`config.mk`:
```
export PLATFORM = sky130hd
export DESIGN_NAME = data_memory_storer
export DESIGN_NICKNAME = d
export VERILOG_FILES = /design/src/rtl/data_memory_pkg.sv /design/src/rtl/data_memory_merger.sv /design/src/rtl/data_memory_storer.sv
export SDC_FILE = /design/constraint.sdc
export NUM_CORES = 1
export LEC_CHECK = 0
export CORE_ASPECT_RATIO = 0.9
export CORE_MARGIN = 2
export CORE_UTILIZATION = 45
export CTS_CLUSTER_SIZE = 16
export DETAILED_ROUTE_END_ITERATION = 16
export PLACE_DENSITY_LB_ADDON = 0.25
export SETUP_SLACK_MARGIN = 0.15
export SYNTH_ARGS = -nofsm -noshare
export SYNTH_HDL_FRONTEND = slang
export SYNTH_HIERARCHICAL = 1
export SYNTH_SLANG_ARGS = --single-unit
```
`constraint.sdc`:
```
create_clock -name clk_in -period 5.6 [get_ports clk_in]
set_input_delay 1.68 -clock clk_in [delete_from_list [all_inputs] [get_ports clk_in]]
set_output_delay 1.68 -clock clk_in [all_outputs]
set_load 0.005 [all_outputs]
```
`src/rtl/data_memory_pkg.sv`:
```
// Shared definitions for the data memory load/store paths: size codes,
// storer FSM state encoding and the store alignment rule.
package data_memory_pkg;

    localparam logic [1:0] WORD = 2'b11;
    localparam logic [1:0] HALF = 2'b01;
    localparam logic [1:0] BYTE = 2'b00;

    typedef enum logic [2:0] {
        IDLE,
        WRITE,
        READ,
        WAIT,
        ERR
    } state_t;

    // The reserved size code 2'b10 never passes.
    function automatic logic is_aligned(input logic [1:0] size, input logic [1:0] offset);
        logic ok;
        ok = 1'b0;
        case (size)
            WORD:    ok = (offset == 2'b00);
            HALF:    ok = (offset[0] == 1'b0);
            BYTE:    ok = 1'b1;
            default: ok = 1'b0;
        endcase
        return ok;
    endfunction

endpackage

```
`src/rtl/data_memory_merger.sv`:
```
// Combinational byte/half lane insertion into a read word; the inverse of
// the loader's little-endian lane extraction.
module data_memory_merger
    import data_memory_pkg::*;
(
    input  logic [31:0] rdata,
    input  logic [15:0] data,
    input  logic [1:0]  size,
    input  logic [1:0]  offset,
    output logic [31:0] merged
);

    always_comb begin
        merged = rdata;
        case (size)
            BYTE: merged[{offset, 3'b000} +: 8] = data[7:0];
            HALF: begin
                if (offset[1])
                    merged[31:16] = data;
                else
                    merged[15:0] = data;
            end
            default: merged = rdata;
        endcase
    end

endmodule

```
`src/rtl/data_memory_storer.sv`:
```
// Store path to a word-wide RAM without byte enables: word stores write
// directly, byte/half stores go through read-modify-write.
module data_memory_storer
    import data_memory_pkg::*;
#(
    parameter int ADDR_W = 32
) (
    input  logic              clk_in,
    input  logic              rst_n_in,
    input  logic              req_in,
    input  logic [ADDR_W-1:0] addr_in,
    input  logic [31:0]       data_in,
    input  logic [1:0]        size_in,
    output logic              busy_out,
    output logic              done_out,
    output logic              err_out,
    output logic [ADDR_W-3:0] mem_addr_out,
    output logic              mem_re_out,
    input  logic [31:0]       mem_rdata_in,
    output logic              mem_we_out,
    output logic [31:0]       mem_wdata_out
);

    state_t            state;
    state_t            next_state;
    logic [ADDR_W-1:0] addr_q;
    logic [31:0]       data_q;
    logic [1:0]        size_q;
    logic [31:0]       merge_q;
    logic [31:0]       merged;

    data_memory_merger u_merger (
        .rdata  (mem_rdata_in),
        .data   (data_q[15:0]),
        .size   (size_q),
        .offset (addr_q[1:0]),
        .merged (merged)
    );

    always_ff @(posedge clk_in) begin
        if (!rst_n_in) begin
            state   <= IDLE;
            addr_q  <= '0;
            data_q  <= '0;
            size_q  <= '0;
            merge_q <= '0;
        end else begin
            state <= next_state;
            if (state == IDLE && req_in) begin
                addr_q <= addr_in;
                data_q <= data_in;
                size_q <= size_in;
            end
            if (state == WAIT)
                merge_q <= merged;
        end
    end

    always_comb begin
        next_state = state;
        case (state)
            IDLE: begin
                if (req_in) begin
                    if (!is_aligned(size_in, addr_in[1:0]))
                        next_state = ERR;
                    else if (size_in == WORD)
                        next_state = WRITE;
                    else
                        next_state = READ;
                end
            end
            READ:    next_state = WAIT;
            WAIT:    next_state = WRITE;
            WRITE:   next_state = IDLE;
            ERR:     next_state = IDLE;
            default: next_state = IDLE;
        endcase
    end

    // Strobes are qualified by reset so nothing reaches memory in a reset cycle.
    always_comb begin
        busy_out      = (state != IDLE);
        mem_re_out    = rst_n_in && (state == READ);
        mem_we_out    = rst_n_in && (state == WRITE);
        done_out      = mem_we_out;
        err_out       = rst_n_in && (state == ERR);
        mem_addr_out  = addr_q[ADDR_W-1:2];
        mem_wdata_out = '0;
        if (state == WRITE)
            mem_wdata_out = (size_q == WORD) ? data_q : merge_q;
    end

endmodule

```
Word-level counts from Yosys, hierarchy flattened
Index checks and enable logic that the tools add are counted.
- add/sub/neg operators: 1
- equality and inequality tests: 9
- shift-type cells: 2
- multiplexer cells: 13
- bitwise gates (word level): 1
- reductions and logical operators: 9
- operator list (operator ; number):
    $mux W32 ; 2
    $pmux W32 S2 ; 1
    $bwmux W32 ; 1
    $mux W16 ; 2
    $shift A8 B7 Y32 const A ; 1
    $shiftx A8 B7 Y32 ; 1
    $pmux W3 S3 ; 1
    $neg A5 Y7 ; 1
    $eq A3 B2 Y1 const B ; 2
    $logic_not A2 Y1 ; 3
    $mux W3 ; 2
    $eq A2 B1 Y1 const B ; 2
    $eq A2 B2 Y1 const B ; 2
    $logic_and A1 B1 Y1 ; 4
    $eq A3 B1 Y1 const B ; 1
    $eq A3 B3 Y1 const B ; 1
    $logic_not A3 Y1 ; 1
    $pmux W1 S3 ; 1
    $reduce_bool A3 Y1 ; 1
    $mux W1 ; 2
    $mux W2 ; 1
    $ne A2 B2 Y1 const B ; 1
    $not A1 Y1 ; 1
- register bits: 101
- logic and storage cells: 40

Logic depth before layout (Yosys ltp)
- depth after elaboration: 7
- mapped depth: 10

By module
The synthesis kept the hierarchy.
- modules (own cells, without submodules) (module ; instances ; cells each ; area each (um^2) ; seq. area each (um^2)):
    data_memory_storer ; 1 ; 599 ; 4456.8 ; 2021.9
    data_memory_merger ; 1 ; 127 ; 963.4 ; 0.0

Least setup slack after synthesis
Ideal clock, no wire load.
- path kind: input to output
- from: input port rst_n_in
- to: output port mem_re_out
- arrival time: 2.540 ns
- data required time: 3.920 ns
- path slack: 1.380 ns
- cell stages on the path: 4
- cell sequence: clkbuf_1 > buf_2 > inv_1 > nor4b_1
- longest elaborated chain between the ends: 1
- ends and longest elaborated chain (element ; line ; RTL):
    start, declared ; data_memory_storer.sv:9 ; input logic rst_n_in,
    $logic_and A1 B1 Y1 ; data_memory_storer.sv:83 ; mem_re_out = rst_n_in && (state == READ);
    end, declared ; data_memory_storer.sv:18 ; output logic mem_re_out,
Every way passes these cells.

Worst setup path after layout
- from: register size_q[1]
- to: output port mem_wdata_out[4]
- longest elaborated chain between the ends: 3
- ends and longest elaborated chain (element ; line ; RTL):
    start, declared ; data_memory_storer.sv:28 ; logic [1:0] size_q;
    start signal, assigned ; data_memory_storer.sv:52 ; size_q <= size_in;
    $eq A2 B2 Y1 ; data_memory_storer.sv:90 ; mem_wdata_out = (size_q == WORD) ? data_q : merge_q;
    $mux W32 ; data_memory_storer.sv:90 ;
    $mux W32 ; data_memory_storer.sv:89 ; if (state == WRITE)
    end, declared ; data_memory_storer.sv:21 ; output logic [31:0] mem_wdata_out
Every way passes these cells.

==> metrics.md <==
| Metric | Value |
|---|---|
| # DRC | 0 |
| Most frequent cells in the layout | 173 x nand2_1, 166 x clkdlybuf4s50_1, 101 x dfxtp_1 |
| Initial drt markers | 488 |
| Fmax | 0.216 GHz |
| Post-detail-place hpwl | 10,200 um |
| Avg WL per Cell | between 15 and 20 um |
| Gates resized, CTS repair | 0 |
| Setup violators final | 0 |
| Status | finished clean |
| Die width | 120 um |
| Slew Limit Fails | 0 |
| Synthesized Nets | 832 |
| IO Pins | 168 |
| Final std cells w/o fill | slightly below 1,000 |
| FP Rows | 38 |
| P_sw | about 0.00045 W |
| CTS tree | built |
| Vias in the first global route | 4,714 |
| CP Launch Type | register |
| Hold_buf cts | 0 |
| Yosys warns | 6 |
| Minimum clock period | around 4.6 ns |
| Skew-Pair Late Insertion Delay | 0.34 ns |
| Final Net Count | 918 |
| LEAKAGE | 2.34 nW |
| Largest net degree at the start of global routing | 123 |
| Detail Route Antenna Nets | 0 |
| Clock Path Buffers | 2 |
| Routability cong. | 0.896 |
| Peak VDD IR | 0.129 mV |
| Maxcap violations | 0 |
| Final worst-path cycle share | 0.825 |
| Netlist cell types | 40 |
| FF+latch count, synth | 101 |
| Remaining global-route overflow | 0 |
| Initial antenna violation count | 0 |
| Internal power | 0.00127 W |
| Initial Utilization | 0.456 |
| Root Buffer | clkbuf_16 |
| Post-CTS Setup Bufs | 0 |
| H-tree levels | 3 |
| Synthesized cell area | ~5400 um2 |
| Gate power share | 0.178 |
| Drt pass-1 iters | 5 |
| Final setup margin | 0.979 ns |
| Worst setup path category | register to output pin |
| WP data required | 3.92 ns |
| Die area | 12,900 um2 |
| Number of buffers created by CTS | 9 |
| Worst-Margin Slew | ~1.1 ns |
| Sequential area share after synthesis | 0.373 |
| Commonest non-fill, non-tap cell in the layout | nand2_1 |
| Max_slew headroom | 0.263 |
| CP max FO | 27 |
| Clock Skew | 0.00753 ns |
| Reg power frac | 0.468 |
| Mean post-synth cell area | 7.47 um2 |
| DRT Wirelength | roughly 15,000 um |
| Final hold vios | 0 |
| Core area | approximately 12,000 um2 |
| Die Y-Extent | 108 um |
| HP Class | register to register |
| Tot GR Track Use | 0.223 |
| Synth-to-layout area growth | 29.6% |
| Pre-CTS setup slack | 1.26 ns |
| Final Total Pwr | 0.00172 W |
| I/O Buffers | 167 |
| Fillers | 1,097 |
| Setup crit end kind | output pin |
| DR vias | 5,299 |
| CTS sink cnt | 101 |
| Vias/cell | 5.43 |
| First-pass GRT wire length | 23,100 um |
| TNS Setup | 0 ns |
| WP data arrival | 2.94 ns |
| Ant diodes | 0 |
| Unrepaired setup endpoints after global routing | no |
| Clock share of power | 0.354 |
| Switching part of the total | 0.259 |
| Layout cells sized above 1 | 0.0331 |
| Worst-path clk slew | about 0.07 ns |
| WHS | 0.453 ns |
| Post-Place Cells | 961 |
| Syn Inst Count | 726 |
| PD cells | around 240 nW/um2 |
[logic make-up (layout without fill, tap and decap cells)]
| family | after synthesis | in the layout | share of synthesized area |
|---|---|---|---|
| simple gates | 318 | 318 | 0.277 |
| compound gates | 197 | 197 | 0.223 |
| buf+inv | 105 | 194 | 0.116 |
| flops | 101 | 101 | 0.373 |
| fa+ha+maj | 5 | 5 | 0.0115 |
[synthesized netlist by cell type (all sizes together)]
cell type | n | area (um2)
a22o | 8 | 70.1
and3 | 1 | 6.26
nand3 | 98 | 490
nor3b | 2 | 15.0
nand2b | 7 | 43.8
inv | 6 | 22.5
ha | 5 | 62.6
a32o | 8 | 80.1
or3b | 8 | 70.1
a221o | 22 | 220
a41o | 1 | 10.0
nor4bb | 2 | 20.0
and3b | 1 | 8.76
dfxtp | 101 | 2020
nand4b | 1 | 8.76
nor4b | 5 | 58.8
or3 | 1 | 6.26
nand3b | 8 | 60.1
and4b | 1 | 10.0
a22oi | 2 | 15.0
buf | 61 | 460
nor2b | 3 | 18.8
nand2 | 173 | 649
a21oi | 50 | 254
clkbuf | 38 | 144
nor4 | 1 | 6.26
o21bai | 4 | 45.0
o21ai | 101 | 505
and2 | 3 | 18.8
nor2 | 3 | 11.3
a31oi | 1 | 6.26
[flip-flops by register name, summed over array words and instances (netlist names)]
signal and flops:
addr_q 32, size_q 2, merge_q 32, state 3
data_q 32
[per-stage QoR]
stage	instance area, um2	utilization
6_report	7020	0.591
3_3_place_gp	6740	0.567
5_1_grt	7020	0.591
4_1_cts	7020	0.591
3_5_place_dp	6740	0.567
2_1_floorplan	5420	-
[layer usage]
layer	GRT usage	vias to the layer above	wire, um
li1	-	2667	-
met5	0	-	0
met4	0.102	0	340
met3	0.0406	24	995
met2	0.344	204	6720
met1	0.304	2404	6670
[layout make-up]
type | count | area, um2 | area share
clock inverters | 2 | 35.0 | 0.00499
well taps | 160 | 200 | 0.0285
inverters | 6 | 22.5 | 0.00321
flip-flops and latches | 101 | 2020 | 0.288
repair buffers | 174 | 1730 | 0.246
clock buffers | 12 | 246 | 0.0351
multi-input cells | 520 | 2770 | 0.395
[final timing paths]
| check | start | endpoint | slack [ns] | cells after the start |
|---|---|---|---|---|
| setup / recovery | size_q[1] | mem_wdata_out[4] | 0.98 | 5 |
| hold / removal | addr_q[19] | addr_q[19] | 0.45 | 2 |
| setup reg to reg | addr_q[1] | merge_q[27] | 2.60 | 7 |
| hold reg to reg | addr_q[19] | addr_q[19] | 0.45 | 2 |
[power by group through the flow]
stage | clock network [W] | logic [W] | registers, W
after detailed placement | 0 | 0.000304 | 0.000820
after CTS | 0.000629 | 0.000306 | 0.000804
final | 0.000609 | 0.000306 | 0.000806
after global placement | 0 | 0.000298 | 0.000818
after floorplan | 0 | 0.000211 | 0.000796
after global routing | 0.000654 | 0.000337 | 0.000810
[worst max-delay path: stages (launching register included)]
cell and delay, ns:
dfxtp_1 0.81, and2_1 0.63, buf_4 0.35, nand2_1 0.08, a21oi_1 0.17, clkdlybuf4s50_1 0.55
Note: power is estimated with default switching activity, not from simulation.
